===== src/rtl/dct_transpose_buffer.sv =====
// 8x8 row/column transpose between the row and column 1D DCT stages.
// Define DCT_TP_DOUBLE_BUF_EN for two-bank ping-pong; the default build uses one bank.
module dct_transpose_buffer #(
    parameter int DW = 16,
    parameter int N  = 8
) (
    input  logic            clk,
    input  logic            rst,
    input  logic            in_valid,
    output logic            in_ready,
    input  logic [DW*N-1:0] in_row,
    output logic            out_valid,
    input  logic            out_ready,
    output logic [DW*N-1:0] out_col,
    output logic            out_last,
    output logic [15:0]     frame_cnt
);
    localparam int AW = (N > 1) ? $clog2(N) : 1;
    localparam logic [AW-1:0] PTR_LAST = AW'(N - 1);
    localparam logic [AW-1:0] PTR_ONE  = AW'(1);

    // Rows are stored packed so a write is one whole-row update.
    logic [DW*N-1:0] row_mem_r [2][N];
    logic [1:0]      full_r;
    logic            wr_bank_r;
    logic            rd_bank_r;
    logic [AW-1:0]   wr_row_r;
    logic [AW-1:0]   rd_col_r;
    logic [15:0]     frame_cnt_r;
    logic            wr_fire_s;
    logic            rd_fire_s;
    logic            wr_bank_nxt_s;
    logic            rd_bank_nxt_s;

`ifdef DCT_TP_DOUBLE_BUF_EN
    assign wr_bank_nxt_s = ~wr_bank_r;
    assign rd_bank_nxt_s = ~rd_bank_r;
`else
    assign wr_bank_nxt_s = 1'b0;
    assign rd_bank_nxt_s = 1'b0;
`endif

    assign in_ready  = ~full_r[wr_bank_r];
    assign out_valid = full_r[rd_bank_r];
    assign out_last  = out_valid & (rd_col_r == PTR_LAST);
    assign frame_cnt = frame_cnt_r;
    assign wr_fire_s = in_valid & in_ready;
    assign rd_fire_s = out_valid & out_ready;

    // Row storage: cleared on reset, written one row per accepted handshake.
    always_ff @(posedge clk) begin
        if (rst) begin
            for (int b = 0; b < 2; b++) begin
                for (int r = 0; r < N; r++) begin
                    row_mem_r[b][r] <= '0;
                end
            end
        end else if (wr_fire_s) begin
            row_mem_r[wr_bank_r][wr_row_r] <= in_row;
        end
    end

    // Pointers, bank-full flags and drained-block counter.
    always_ff @(posedge clk) begin
        if (rst) begin
            full_r      <= 2'b00;
            wr_bank_r   <= 1'b0;
            rd_bank_r   <= 1'b0;
            wr_row_r    <= '0;
            rd_col_r    <= '0;
            frame_cnt_r <= 16'd0;
        end else begin
            if (wr_fire_s) begin
                if (wr_row_r == PTR_LAST) begin
                    full_r[wr_bank_r] <= 1'b1;
                    wr_bank_r         <= wr_bank_nxt_s;
                    wr_row_r          <= '0;
                end else begin
                    wr_row_r <= wr_row_r + PTR_ONE;
                end
            end
            // A completing read always targets the other bank than a completing write.
            if (rd_fire_s) begin
                if (rd_col_r == PTR_LAST) begin
                    full_r[rd_bank_r] <= 1'b0;
                    rd_bank_r         <= rd_bank_nxt_s;
                    rd_col_r          <= '0;
                    frame_cnt_r       <= frame_cnt_r + 16'd1;
                end else begin
                    rd_col_r <= rd_col_r + PTR_ONE;
                end
            end
        end
    end

    // Column read-out: word r of the output is row r, column rd_col of the draining bank.
    always_comb begin
        out_col = '0;
        for (int r = 0; r < N; r++) begin
            out_col[DW*r +: DW] = row_mem_r[rd_bank_r][r][DW*rd_col_r +: DW];
        end
    end

endmodule

===== config.mk =====
export PLATFORM = sky130hd
export DESIGN_NAME = dct_transpose_buffer
export DESIGN_NICKNAME = d
export VERILOG_FILES = /design/src/rtl/dct_transpose_buffer.sv
export SDC_FILE = /design/constraint.sdc
export NUM_CORES = 2
export LEC_CHECK = 0
export BUFFER_PORTS_ARGS = -buffer_cell sky130_fd_sc_hd__buf_4
export CAP_MARGIN = 15
export CORE_ASPECT_RATIO = 1.5
export CORE_MARGIN = 2
export CORE_UTILIZATION = 50
export CTS_CLUSTER_SIZE = 12
export DETAILED_ROUTE_END_ITERATION = 10
export HOLD_SLACK_MARGIN = 0.06
export PLACE_DENSITY_LB_ADDON = 0.05
export SLEW_MARGIN = 0
export SYNTH_ARGS = -nofsm -noshare
export SYNTH_HDL_FRONTEND = slang
export SYNTH_SLANG_ARGS = --single-unit
export TNS_END_PERCENT = 10

===== constraint.sdc =====
create_clock -name clk -period 3.88 [get_ports clk]
set_clock_uncertainty 0.2 [all_clocks]
set_input_delay 0.582 -clock clk [delete_from_list [all_inputs] [get_ports clk]]
set_output_delay 0.582 -clock clk [all_outputs]
set_load 0.02 [all_outputs]

==> flow_summary.html <==
<table>
<tr><th>Metric</th><th>Value</th></tr>
<tr><th colspan="2">Layout</th></tr>
<tr><td>Area growth, synth to finish</td><td>16.0%</td></tr>
<tr><td>Commonest non-fill, non-tap cells in the layout</td><td>sky130_fd_sc_hd__and2_1, sky130_fd_sc_hd__edfxtp_1, sky130_fd_sc_hd__buf_4</td></tr>
<tr><td>Filler-free cell count of the finished design</td><td>around 4,300</td></tr>
<tr><td>Post-layout nets</td><td>about 3,200</td></tr>
<tr><td>Count of fill cells added during filler insertion</td><td>7,078</td></tr>
<tr><td>Commonest non-fill, non-tap cell in the layout</td><td>sky130_fd_sc_hd__and2_1</td></tr>
<tr><td>Share of cells above drive strength 1</td><td>a little over a quarter</td></tr>
<tr><th colspan="2">Routing</th></tr>
<tr><td>Antenna Violating Nets Remaining</td><td>0</td></tr>
<tr><td>Wire length per cell after detailed routing</td><td>about 28 microns</td></tr>
<tr><td>Final wirelength</td><td>119,000 microns</td></tr>
<tr><td>Remaining routing DRC violations</td><td>0</td></tr>
<tr><td>Number of search-and-repair iterations in the first detailed-routing pass</td><td>7</td></tr>
<tr><td>Starting DRC count in detailed routing</td><td>~2,100</td></tr>
<tr><td>Via density</td><td>between 5 and 6</td></tr>
<tr><td>Overall via count from detail_route</td><td>25,000</td></tr>
<tr><th colspan="2">Floorplan</th></tr>
<tr><td>Core outline area</td><td>between 90,000 and 100,000 sq um</td></tr>
<tr><td>Area of the die</td><td>95,300 sq um</td></tr>
<tr><td>Width of the die</td><td>~250 microns</td></tr>
<tr><td>Number of cell rows</td><td>approximately 140</td></tr>
<tr><td>Boundary pin count</td><td>between 200 and 300</td></tr>
<tr><td>Die outline height</td><td>approximately 380 microns</td></tr>
<tr><td>Effective utilization at floorplan</td><td>between 50% and 60%</td></tr>
<tr><th colspan="2">Clocking</th></tr>
<tr><td>TritonCTS clock tree</td><td>built</td></tr>
<tr><td>Maximum number of buffers from clock root to sink</td><td>3</td></tr>
<tr><td>Maximum level of the CTS H-tree</td><td>3</td></tr>
<tr><td>Sink count of the clock tree</td><td>roughly 1,000</td></tr>
<tr><td>Cts bufs inserted</td><td>between 100 and 150</td></tr>
<tr><td>Clock latency of the later-clocked register in the worst-skew pair</td><td>between 0.6 and 0.7 ns</td></tr>
<tr><td>Post-CTS setup buffer count</td><td>0</td></tr>
<tr><td>Clock Pin Slew Worst Setup and Hold Paths</td><td>roughly 0.06 ns</td></tr>
<tr><td>CTS root buffer</td><td>sky130_fd_sc_hd__clkbuf_16</td></tr>
<tr><th colspan="2">Global routing</th></tr>
<tr><td>Sum of overflow across all layers after global routing</td><td>0</td></tr>
<tr><td>Via count of the first global-routing pass</td><td>25,900</td></tr>
<tr><td>Global-route wire length before repair</td><td>between 150,000 and 200,000 microns</td></tr>
<tr><td>Number of antenna violations at the first check in global routing</td><td>15</td></tr>
<tr><td>All-Layer GR Usage</td><td>about a quarter</td></tr>
<tr><td>Largest net degree at the start of global routing</td><td>129</td></tr>
<tr><th colspan="2">Setup path</th></tr>
<tr><td>Launch instance of the worst register-to-register path</td><td>full_r[0]</td></tr>
<tr><td>Required time of the worst setup path</td><td>3.10 ns</td></tr>
<tr><td>FF-to-FF path depth</td><td>6</td></tr>
<tr><td>Critical Setup Path Class</td><td>reg2out</td></tr>
<tr><td>FF-to-FF setup slack</td><td>between 0.9 and 1 ns</td></tr>
<tr><td>Cell Chain, Critical Path</td><td>buf_12 &gt; buf_4 &gt; mux4_2 &gt; mux2_2 &gt; buf_4</td></tr>
<tr><td>Max stage delay cell, worst path</td><td>sky130_fd_sc_hd__mux4_2</td></tr>
<tr><td>Slowest cell delay on critical path</td><td>approximately 0.56 ns</td></tr>
<tr><td>Most common cell type on the critical path</td><td>sky130_fd_sc_hd__buf_4</td></tr>
<tr><td>Endpoint type of the worst setup path</td><td>primary output</td></tr>
<tr><td>Worst reg2reg path endpoint</td><td>row_mem_r[0][515]</td></tr>
<tr><td>Crit path launch type</td><td>flip-flop</td></tr>
<tr><td>Peak fanout along the critical path</td><td>20</td></tr>
<tr><td>Crit path arrival time</td><td>2.83 ns</td></tr>
<tr><th colspan="2">Placed design</th></tr>
<tr><td># placed instances</td><td>4,079</td></tr>
<tr><td>Port bufs</td><td>between 200 and 300</td></tr>
<tr><td>Post-detailed-placement half-perimeter wirelength</td><td>~75,000 microns</td></tr>
<tr><td>Post-Place Setup Slack</td><td>~0.70 ns</td></tr>
<tr><td>Routability congestion estimate</td><td>~0.8</td></tr>
<tr><th colspan="2">Synth</th></tr>
<tr><td>Register bit total from synthesis</td><td>approximately 1,000</td></tr>
<tr><td>Sequential share of the synthesized area</td><td>around two thirds</td></tr>
<tr><td>Unique masters post-synth</td><td>38</td></tr>
<tr><td>Most used flip-flop cell after synthesis</td><td>sky130_fd_sc_hd__edfxtp_1</td></tr>
<tr><td>Syn Area/Cell</td><td>approximately 17 sq um</td></tr>
<tr><td>Post-Synthesis Cells</td><td>2,756</td></tr>
<tr><td>Syn. warnings</td><td>0</td></tr>
<tr><td>Number of nets in the synthesized netlist</td><td>2,893</td></tr>
<tr><td>Share of flip-flops with an asynchronous set or reset</td><td>0%</td></tr>
<tr><td>Number of flops mapped to enable cells by yosys</td><td>approximately 1,000</td></tr>
<tr><td>Cell area after synthesis</td><td>about 46,000 sq um</td></tr>
<tr><th colspan="2">Timing</th></tr>
<tr><td>Final worst-path cycle share</td><td>93.2%</td></tr>
<tr><td>Final critical-path setup slack</td><td>about 0.27 ns</td></tr>
<tr><td>Final-report max-slew violation count</td><td>0</td></tr>
<tr><td>Fmax</td><td>277 MHz</td></tr>
<tr><td>Minimum clock period after layout</td><td>between 3 and 4 ns</td></tr>
<tr><td>Hold WS</td><td>0.0977 ns</td></tr>
<tr><td>Total count of hold-check failures in the final report</td><td>0</td></tr>
<tr><td>RSZ-0062 raised after global routing</td><td>no</td></tr>
<tr><td>Worst-margin pin slew</td><td>approximately 0.80 ns</td></tr>
<tr><td>Setup TNS</td><td>0 ns</td></tr>
<tr><td>Normalized max-slew margin</td><td>between 40% and 50%</td></tr>
<tr><td>Final setup viols</td><td>0</td></tr>
<tr><th colspan="2">Min path</th></tr>
<tr><td>Path category of the worst min-delay check</td><td>in2reg</td></tr>
<tr><td>Beginning of the worst hold path</td><td>in_row[46]</td></tr>
<tr><td>Cell depth of the worst min-delay path</td><td>2</td></tr>
<tr><td>Worst hold endpoint</td><td>row_mem_r[0][558]</td></tr>
<tr><th colspan="2">Pwr</th></tr>
<tr><td>Leakage power</td><td>19.5 nW</td></tr>
<tr><td>Cell Pwr Density</td><td>432 nW/um^2</td></tr>
<tr><td>Total power consumption of the routed design</td><td>about 23 mW</td></tr>
<tr><td>IR drop worst, VDD</td><td>between 300 and 400 uV</td></tr>
<tr><th colspan="2">Outcome</th></tr>
<tr><td>Run status</td><td>finished, final reports clean</td></tr>
<tr><th colspan="2">Run</th></tr>
<tr><td>Max-Cap Viols</td><td>0</td></tr>
</table>
## stage by stage
step | util, % | area, sq um
floorplan | - | 46400
global placement | 54.6 | 50100
detailed placement | 54.6 | 50100
CTS | 58.5 | 53800
global route | 58.6 | 53800
finish | 58.6 | 53800
## cell type report
type,instances,area (sq um),share of cell area (%)
antenna,9,22.5,0.0418
clock buffer,138,2750,5.11
clock inverter,12,52.6,0.0976
inverter,3,11.3,0.0209
multi-input combinational,1518,14400,26.7
sequential,1047,31200,58.0
tap,1173,1470,2.73
timing repair buffer,423,3920,7.28
## per-layer routing
metal	up-vias	GRT usage [%]	wire length, microns
met5	-	0	84
met4	12	7.41	2610
met3	154	5.02	8590
met2	835	41.2	58700
met1	13100	35.0	49300
li1	10900	-	-
## registers in the layout, indices dropped and copies added, names as in the netlist
signal     count
frame_cnt     16
full_r         1
row_mem_r   1024
wr_row_r       3
rd_col_r       3
## synthesized netlist by cell type (all sizes together), types with 4 or more instances
cell type | count | area, sq um
ha | 5 | 62.6
mux4 | 256 | 5770
o21ai | 4 | 20.0
xnor2 | 4 | 35.0
clkbuf | 144 | 659
or3 | 6 | 42.5
edfxtp | 1024 | 30700
or2 | 8 | 50.1
and2 | 1027 | 6420
dfxtp | 23 | 460
a21oi | 10 | 50.1
nor3 | 7 | 45.0
nor2 | 24 | 97.6
nand2 | 7 | 26.3
nand3 | 5 | 25.0
xor2 | 5 | 43.8
buf | 44 | 228
nand4 | 8 | 56.3
mux2 | 128 | 1440
## worst max-delay path by stage
stage / start / to / slack, ns / depth (start not counted)
floorplan: in_valid / row_mem_r[0][768] / 0.26 / 5
finish: rd_col_r[0] / out_col[51] / 0.27 / 5
global route: rd_col_r[0] / out_col[67] / 0.15 / 5
global placement: rst / row_mem_r[0][538] / 0.77 / 6
CTS: rd_col_r[0] / out_col[67] / 0.17 / 5
detailed placement: rst / row_mem_r[0][615] / 0.70 / 6
## repair_timing
item,in CTS,in global routing
hold buffers,84,0
gates resized for setup,0,0
endpoints found under the setup margin,0,0
endpoints found under the hold margin,485,0
## report_power, final
part	internal, mW	switching (mW)
registers	12.9	0.121
logic	0.526	0.840
clock network	4.87	4.00
## logic make-up after synthesis
family                     synth area share, %
adders and majority gates                0.135
buffers and inverters                     1.94
and+or+nand+nor                           14.7
muxes                                     15.6
AOI/OAI and AO/OA                        0.191
DFF                                       67.2
xor gates and xnor gates                 0.170
## critical path, delay by kind of cell, from the launching register on
kind | cells | cell delay, ns
flip-flops | 1 | 0.46
multiplexers | 2 | 0.88
buffers and inverters | 3 | 0.79
No activity file was read; power rests on OpenSTA's default activity.
